## config.mk

```make
export PLATFORM = sky130hd
export DESIGN_NAME = mem_access_unit
export DESIGN_NICKNAME = d
export VERILOG_FILES = /design/src/rtl/mem_if_pkg.sv /design/src/rtl/byte_lane_merge.sv /design/src/rtl/mem_access_unit.sv
export SDC_FILE = /design/constraint.sdc
export NUM_CORES = 1
export LEC_CHECK = 0
export CAP_MARGIN = 30
export CORE_ASPECT_RATIO = 0.6
export CORE_UTILIZATION = 49
export CTS_CLUSTER_DIAMETER = 50
export DETAILED_ROUTE_END_ITERATION = 8
export GPL_TIMING_DRIVEN = 0
export PLACE_DENSITY = 0.87
export SETUP_SLACK_MARGIN = 0.1
export SLEW_MARGIN = 20
export SYNTH_ARGS = -nofsm -noshare
export SYNTH_HDL_FRONTEND = slang
export SYNTH_SLANG_ARGS = --single-unit
```

## constraint.sdc

```tcl
create_clock -name CLK -period 3.9 [get_ports CLK]
set_input_delay 0.78 -clock CLK [delete_from_list [all_inputs] [get_ports CLK]]
set_output_delay 0.78 -clock CLK [all_outputs]
set_load 0.01 [all_outputs]
```

## src/rtl/mem_if_pkg.sv

```systemverilog
// Shared definitions for the data-memory initiator: state encoding, byte lane
// selects and the default memory depth.
package mem_if_pkg;

  typedef enum logic [1:0] {
    IDLE  = 2'd0,
    READ  = 2'd1,
    WRITE = 2'd2,
    RESP  = 2'd3
  } state_t;

  // Little-endian lanes: lane 0 is bits [7:0], lane 3 is bits [31:24].
  localparam logic [1:0] LANE0 = 2'd0;
  localparam logic [1:0] LANE1 = 2'd1;
  localparam logic [1:0] LANE2 = 2'd2;
  localparam logic [1:0] LANE3 = 2'd3;

  localparam int DEPTH_WORDS_DEF = 64;

endpackage

```

## src/rtl/byte_lane_merge.sv

```systemverilog
// Byte lane helper: inserts a byte into a word for read-modify-write stores
// and extracts a zero-extended byte for byte loads.
module byte_lane_merge
  import mem_if_pkg::*;
(
  input  logic [31:0] word,
  input  logic [7:0]  ins_byte,
  input  logic [1:0]  lane,
  output logic [31:0] merged,
  output logic [31:0] extracted
);

  always_comb begin
    merged    = word;
    extracted = '0;
    case (lane)
      LANE0: begin
        merged[7:0]    = ins_byte;
        extracted[7:0] = word[7:0];
      end
      LANE1: begin
        merged[15:8]   = ins_byte;
        extracted[7:0] = word[15:8];
      end
      LANE2: begin
        merged[23:16]  = ins_byte;
        extracted[7:0] = word[23:16];
      end
      default: begin
        merged[31:24]  = ins_byte;
        extracted[7:0] = word[31:24];
      end
    endcase
  end

endmodule

```

## src/rtl/mem_access_unit.sv

```systemverilog
// Data-memory initiator: load/store requests in, single-outstanding access to a
// word-only memory, byte stores done as read-modify-write.
//
// state | meaning
// IDLE  | ready for a request; errors are decided here at accept
// READ  | word address on the bus, read data captured at the closing edge
// WRITE | MemWrite high for exactly this cycle
// RESP  | response held until RspReady
module mem_access_unit
  import mem_if_pkg::*;
#(
  parameter int DEPTH_WORDS = DEPTH_WORDS_DEF,
  parameter int DATA_WIDTH  = 32
) (
  input  logic                  CLK,
  input  logic                  RESETn,
  input  logic                  ReqValid,
  output logic                  ReqReady,
  input  logic                  ReqWrite,
  input  logic                  ReqByte,
  input  logic [31:0]           ReqAddr,
  input  logic [DATA_WIDTH-1:0] ReqData,
  output logic                  RspValid,
  input  logic                  RspReady,
  output logic [DATA_WIDTH-1:0] RspData,
  output logic                  RspErr,
  output logic [31:0]           MemAddress,
  output logic [DATA_WIDTH-1:0] MemWriteData,
  output logic                  MemWrite,
  input  logic [DATA_WIDTH-1:0] MemReadData
);

  state_t      state;
  logic        write_q;
  logic        byte_q;
  logic [1:0]  lane_q;
  logic [7:0]  byte_data_q;
  logic [31:0] merged;
  logic [31:0] extracted;
  logic        misaligned;
  logic        out_of_range;

  byte_lane_merge u_merge (
    .word      (MemReadData),
    .ins_byte  (byte_data_q),
    .lane      (lane_q),
    .merged    (merged),
    .extracted (extracted)
  );

  assign misaligned   = !ReqByte && (ReqAddr[1:0] != 2'b00);
  assign out_of_range = {2'b00, ReqAddr[31:2]} >= 32'(DEPTH_WORDS);

  // Ready is gated by the reset pin so it reads low for the whole reset window.
  assign ReqReady = (state == IDLE) && RESETn;
  assign RspValid = (state == RESP);

  always_ff @(posedge CLK or negedge RESETn) begin
    if (!RESETn) begin
      state        <= IDLE;
      write_q      <= 1'b0;
      byte_q       <= 1'b0;
      lane_q       <= 2'b00;
      byte_data_q  <= 8'h00;
      RspData      <= '0;
      RspErr       <= 1'b0;
      MemAddress   <= '0;
      MemWriteData <= '0;
      MemWrite     <= 1'b0;
    end else begin
      case (state)
        IDLE: begin
          MemWrite <= 1'b0;
          if (ReqValid) begin
            write_q     <= ReqWrite;
            byte_q      <= ReqByte;
            lane_q      <= ReqAddr[1:0];
            byte_data_q <= ReqData[7:0];
            if (misaligned || out_of_range) begin
              RspErr  <= 1'b1;
              RspData <= '0;
              state   <= RESP;
            end else begin
              MemAddress <= {ReqAddr[31:2], 2'b00};
              if (ReqWrite && !ReqByte) begin
                MemWriteData <= ReqData;
                MemWrite     <= 1'b1;
                state        <= WRITE;
              end else begin
                state <= READ;
              end
            end
          end
        end
        READ: begin
          if (write_q) begin
            MemWriteData <= merged;
            MemWrite     <= 1'b1;
            state        <= WRITE;
          end else begin
            RspErr  <= 1'b0;
            RspData <= byte_q ? extracted : MemReadData;
            state   <= RESP;
          end
        end
        WRITE: begin
          MemWrite <= 1'b0;
          RspErr   <= 1'b0;
          RspData  <= '0;
          state    <= RESP;
        end
        default: begin
          if (RspReady) state <= IDLE;
        end
      endcase
    end
  end

endmodule

```

After elaboration in Yosys (flattened, before gate mapping)
Cells that the tools add are included.
{"block": "totals", "register_bits": 110, "out_inout_bits": 100, "wordCells": 71}
{"block": "op_classes", "order_cmp": 1, "eq_ne": 11, "mux": 30, "n_bitwise": 1, "reduce_logical": 18}
{"op": "2-to-1 mux 32 bit", "n": 8}
{"op": "case mux 32 bit (3 select lines)", "n": 1}
{"op": "case mux 32 bit (2 select lines)", "n": 1}
{"op": "2-to-1 mux 8 bit", "n": 4}
{"op": ">= comparator 30 x 7 -> 1 bit, second input constant", "n": 1}
{"op": "case mux 8 bit (3 select lines)", "n": 1}
{"op": "2-to-1 mux 1 bit", "n": 8}
{"op": "2-to-1 mux 2 bit", "n": 4}
{"op": "!= test 2 bit, second input constant", "n": 4}
{"op": "equality test 2 bit, second input constant", "n": 3}
{"op": "case mux 1 bit (3 select lines)", "n": 2}
{"op": "case mux 2 bit (3 select lines)", "n": 1}
{"op": "AND reduction 2 bit", "n": 3}
{"op": "AND reduction 5 bit", "n": 1}
{"op": "equality test 2 x 1 -> 1 bit, second input constant", "n": 2}
{"op": "zero test 2 bit", "n": 2}
{"op": "!= test 2 x 1 -> 1 bit, second input constant", "n": 2}
{"op": "AND reduction 4 bit", "n": 1}
{"op": "nonzero test 2 bit", "n": 2}
{"op": "nonzero test 4 bit", "n": 1}
{"op": "logical AND 1 bit", "n": 3}
{"op": "AND reduction 3 bit", "n": 1}
{"op": "nonzero test 3 bit", "n": 1}
{"op": "OR reduction 3 bit", "n": 1}
{"op": "3 further kinds", "n": 3}

Logic depth before layout (Yosys ltp)
{"block": "depth", "word_depth": 6, "mapped_depth": 8, "depth_no_buf": 6}

By module
Synthesis repeated with hierarchy kept, for this count alone.
{"block": "unflattened", "hier_cells": 463, "area_unflattened_um2": 5769.3}
{"module": "mem_access_unit", "instances": 1, "cells_per_inst": 390, "area_each_um2": 4929.7, "seq_area_each_um2": 2752.6}
{"module": "byte_lane_merge", "instances": 1, "cells_per_inst": 73, "area_each_um2": 839.6, "seq_area_each_um2": 0.0}

Worst setup path after synthesis
Ideal clock, no wire load.
{"block": "synth_timing", "path_kind": "input -> register", "startpoint": "input port ReqAddr[22]", "endpoint": "register MemWriteData[21]", "setup_time_ns": 0.126, "t_arrival_ns": 2.296, "required_time_ns": 3.774, "setup_slack_ns": 1.478, "cell_stages": 5, "path_cell_list": "nor4_2 nand3_2 o41a_1 buf_6 a221o_1"}
{"block": "synth_between", "elab_chain_cells": 4}
{"element": "start, declared", "line_no": "mem_access_unit.sv:21", "source": "input logic [31:0] ReqAddr,"}
{"element": ">= comparator 30 x 7 -> 1 bit", "line_no": "mem_access_unit.sv:52", "source": "assign out_of_range = {2'b00, ReqAddr[31:2]} >= 32'(DEPTH_WORDS);"}
{"element": "logical OR 1 bit", "line_no": "mem_access_unit.sv:79", "source": "if (misaligned || out_of_range) begin"}
{"element": "!= test 2 bit (no source line)"}
{"element": "AND reduction 5 bit (no source line)"}
{"element": "end signal, assigned", "line_no": "mem_access_unit.sv:86", "source": "MemWriteData <= ReqData;"}
{"element": "end signal, assigned", "line_no": "mem_access_unit.sv:97", "source": "MemWriteData <= merged;"}
{"element": "end, declared", "line_no": "mem_access_unit.sv:28", "source": "output logic [DATA_WIDTH-1:0] MemWriteData,"}
Every way passes these cells.
A chain may end at the register's enable or synchronous reset.

Worst setup path in the final report
{"block": "layout_timing", "startpoint": "register state[1]", "endpoint": "register MemWriteData[23]"}
{"block": "layout_between", "elab_chain_cells": 3, "elab_cells_between_ends": 9, "cone_classes": "5 x eq/ne; 1 x mux; 3 x reduce/logical"}
{"element": "start, declared", "line_no": "mem_access_unit.sv:33", "source": "state_t state;"}
{"element": "start signal, assigned", "line_no": "mem_access_unit.sv:60", "source": "state <= IDLE;"}
{"element": "start signal, assigned", "line_no": "mem_access_unit.sv:82", "source": "state <= RESP;"}
{"element": "start signal, assigned", "line_no": "mem_access_unit.sv:88", "source": "state <= WRITE;"}
{"element": "equality test 2 x 1 -> 1 bit or zero test 2 bit (tied branches)", "line_no": "mem_access_unit.sv:71", "source": "case (state)"}
{"element": "!= test 2 bit (no source line) (tied with other cells)"}
{"element": "AND reduction 5 bit (no source line)"}
Parallel ways exist; a longest one is shown, timed or not.

==> metrics.md <==
| Metric | Value |
|---|---|
| Sequential cell area | `0.002753 mm^2` |
| DRT Wirelength | `18,850 um` |
| CTS tree | `done` |
| Sequential share of the synthesized area | `49.11%` |
| DRC | `0` |
| Die width | `140.1 um` |
| Fill cell count | `743` |
| Maxcap violations | `0` |
| Post_cts resized | `0` |
| Reg2reg setup slack | `990 ps` |
| Footprint of the multi-input gates | `0.002603 mm^2` |
| # port buffers | `199` |
| Commonest register cell after synthesis | `dfrtp_1` |
| Drt first pass iters | `6` |
| Final Util | `74.79%` |
| Crit path DAT | `3150 ps` |
| Post-Syn Instances | `542` |
| Rel. slew slack | `43.25%` |
| Remaining antenna violation count | `0` |
| Actual slew at the worst max-slew pin | `846.1 ps` |
| Via/cell ratio | `6.129` |
| CP Class | `flop to flop` |
| Grt ovf | `0` |
| Combinational share of power | `51.0%` |
| Pleak | `3.552 nW` |
| Routed vias | `5,510` |
| Vias in the first global route | `5,488` |
| Synth Area in XOR/XNOR | `0%` |
| Final #Nets | `861` |
| Synth Area in Compound Gates | `20.18%` |
| R2R depth | `8` |
| Simple-gate share of the synthesized area | `19.62%` |
| RR Startpoint | `state[1]$_DFFE_PN0P_` |
| Grt met3 use | `10.05%` |
| Initial Utilization | `51.67%` |
| Top-count cell post-synth | `dfrtp_1` |
| Power per cell area | `676.8 mW/mm^2` |
| Mux share of post-synthesis cell area | `5.603%` |
| Post-synthesis average cell area | `10.34 um^2` |
| Synth warn | `0` |
| First DRT Iteration DRCs | `573` |
| Total track usage | `32.57%` |
| Critical Path, Cell by Cell | `inv_1 -> ha_1 -> clkbuf_1 -> inv_1 -> buf_1 -> a211oi_1 -> nor2_1 -> a221o_1` |
| Setup repair after global routing missed its margin | `false` |
| Final Hold Violating Endpoints | `0` |
| Power Internal | `0.003285 W` |
| Worst VDD drop | `0.3595 mV` |
| Crit end category | `flop` |
| Core area | `0.01085 mm^2` |
| Yosys top cell area share | `49.11%` |
| Mapped Area | `0.005605 mm^2` |
| CTS buffer count | `9` |
| Die H | `84.85 um` |
| Final Non-Filler Cells | `899` |
| Worst path bufs/invs | `4` |
| Final setup fails | `0` |
| Fmax | `0.3442 GHz` |
| Ratio of cells with drive above 1 in the final layout | `7.500%` |
| Most used cell, CP | `inv_1` |
| Ports | `202` |
| Largest family of logic cells by synthesized area | `compound AO/OA/AOI/OAI gates` |
| Largest net degree at the start of global routing | `60` |
| Clock Skew | `8.795 ps` |
| Hold buffer count at cts | `0` |
| Met1 Use GR | `46.50%` |
| Die area | `0.01189 mm^2` |
| Routed len/inst | `20.97 um` |
| M2 GR Usage | `48.41%` |
| Worst EP required | `4140 ps` |
| Post-synth EDFFs | `0` |
| Net Sw Frac | `40.18%` |
| CP top delay family | `compound AO/OA/AOI/OAI gates` |
| Leading cell types by count after synthesis | `dfrtp_1 (110), nor2_1 (98), a221o_1 (32), clkbuf_1 (32), nor2b_1 (30)` |
| CP Max Fanout | `10` |
| Area grow syn2layout | `44.75%` |
| Initial antenna violation count | `0` |
| Fin crit share | `74.49%` |
| Synthesized flop and latch total | `110` |
| Clock transition at path regs | `80 ps` |
| Setup Fix Bufs, Post-CTS | `0` |
| Worst path slowest cell | `a211oi_1` |
| Placed Instances | `882` |
| Synth cell types | `44` |
| Startpoint Class | `flop` |
| Clock Latency Late Sink | `360 ps` |
| Tot Pwr | `0.005492 W` |
| Sw Pwr | `0.002207 W` |
| Number of H-tree levels | `3` |
| Post-DP HPWL | `14,430 um` |
| ANT cells | `0` |
| Crit-path max cell delay | `730 ps` |
| Reg-to-reg endpoint | `MemWriteData[23]$_DFFE_PN0P_` |
| Placer's final routability congestion estimate | `0.9606` |
| Sequential power share | `31.6%` |
| Max-slew violations | `0` |
| Largest area contributor in the netlist | `dfrtp_1` |
| Post-synthesis adder-cell area fraction | `0.8929%` |
| Longest Clk Path Bufs | `2` |
| Post-synthesis async set-or-reset flop share | `100.0%` |
| Clock sinks | `110` |
| Minimum clock period | `2905 ps` |
| Row Count | `29` |
| Most Used Layer, Global Route | `met2` |
| Synth area leaders | `dfrtp_1 (49%), nor2_1 (6.6%), a221o_1 (5.7%), a32o_1 (4.3%), mux2_2 (3.8%)` |
| First-pass GRT wire length | `29,670 um` |
| Clock share of power | `17.4%` |
| Status | `finished clean` |
| Hold WC Path Type | `primary input to async pin` |
| CTS Root Cell | `clkbuf_16` |
## power groups by stage
| stage | sequential (W) | clock [W] | combinational [W] |
|---|---|---|---|
| floorplan | 0.00180 | 0 | 0.00148 |
| global placement | 0.00172 | 0 | 0.00263 |
| detailed placement | 0.00174 | 0 | 0.00272 |
| CTS | 0.00173 | 0.000964 | 0.00274 |
| global route | 0.00178 | 0.00101 | 0.00300 |
| finish | 0.00174 | 0.000955 | 0.00280 |
## worst reg2reg max path, delay by kind of cell, from the launching register on
family / cells / cell delay (ps)
flip-flops: 1 / 440
buffers and inverters: 4 / 1000
AND/OR/NAND/NOR: 1 / 110
adder cells (fa/ha/maj): 1 / 180
AO/OA/AOI/OAI: 2 / 1050
## how the worst max path moves through the flow
stage	from	cells past startpoint	endpoint
after floorplan	ReqAddr[22]	5	MemWriteData[21]$_DFFE_PN0P_
after global placement	RESETn	3	ReqReady
after detailed placement	ReqAddr[9]	6	MemAddress[7]$_DFFE_PN0P_
after CTS	ReqAddr[9]	6	MemAddress[7]$_DFFE_PN0P_
after global routing	state[1]$_DFFE_PN0P_	8	MemWriteData[23]$_DFFE_PN0P_
final	state[1]$_DFFE_PN0P_	8	MemWriteData[23]$_DFFE_PN0P_
## cell type report
class	instances	area share (%)
clock buffers	9	2.776
flip-flops and latches	110	33.92
inverters	13	0.6014
multi-input cells	375	32.07
plain buffers	45	2.529
well taps	139	2.143
repair buffers	201	24.97
clock inverters	7	0.9869
## through the flow
stage / worst slack, ps / setup TNS (ps) / area, um^2 / hold WS (ps)
6_report: 994.9 / 0 / 8114 / 361.8
5_1_grt: 889.9 / 0 / 8114 / 406.8
4_1_cts: 1048 / 0 / 8109 / 385.4
3_5_place_dp: 675.7 / 0 / 7804 / 484.5
3_3_place_gp: -2593 / -218770 / 7775 / 482.7
2_1_floorplan: 1478 / 0 / 5609 / 484.4
## kinds of logic (layout without fill, tap and decap cells)
kind of cell / after synthesis / count (layout)
muxes: 29 / 29
AOI/OAI and AO/OA: 138 / 138
other: 1 / 2
adders and majority gates: 4 / 4
DFF: 110 / 110
and+or+nand+nor: 202 / 202
buffers and inverters: 58 / 275
## flip-flops by register name, summed over array words and instances (netlist names), 2 cells and up
name	count
lane_q	2
RspData	32
MemWriteData	32
byte_data_q	8
MemAddress	30
state	2
## metal layers
layer	vias up	share of wire, %
met2	369	42
met1	2701	44
met3	23	12
met4	0	1.3
li1	2417	-
met5	-	0
## layout by cell type (no fill, tap or decap), types with 3 or more instances in the layout
| cell type | Yosys | final |
|---|---|---|
| nand2_1 | 25 | 25 |
| a21oi_1 | 8 | 8 |
| o21ai_0 | 14 | 14 |
| dfrtp_1 | 110 | 110 |
| clkbuf_1 | 32 | 32 |
| and3b_1 | 16 | 16 |
| inv_1 | 13 | 13 |
| a32o_1 | 24 | 24 |
| clkdlybuf4s50_1 | 0 | 198 |
| buf_2 | 5 | 5 |
| mux2i_1 | 10 | 10 |
| buf_6 | 3 | 4 |
| a221o_1 | 32 | 32 |
| nand3_1 | 3 | 3 |
| and3_1 | 9 | 9 |
| nor4_4 | 5 | 5 |
| clkbuf_16 | 0 | 9 |
| mux2_2 | 19 | 19 |
| buf_1 | 3 | 3 |
| nor3_1 | 3 | 3 |
| nand2b_1 | 4 | 4 |
| nor2_1 | 98 | 98 |
| o311a_1 | 8 | 8 |
| o22ai_1 | 17 | 17 |
| a211oi_1 | 24 | 24 |
| nor2b_1 | 30 | 30 |
| ha_1 | 4 | 4 |
(Power assumes the default switching activity.)
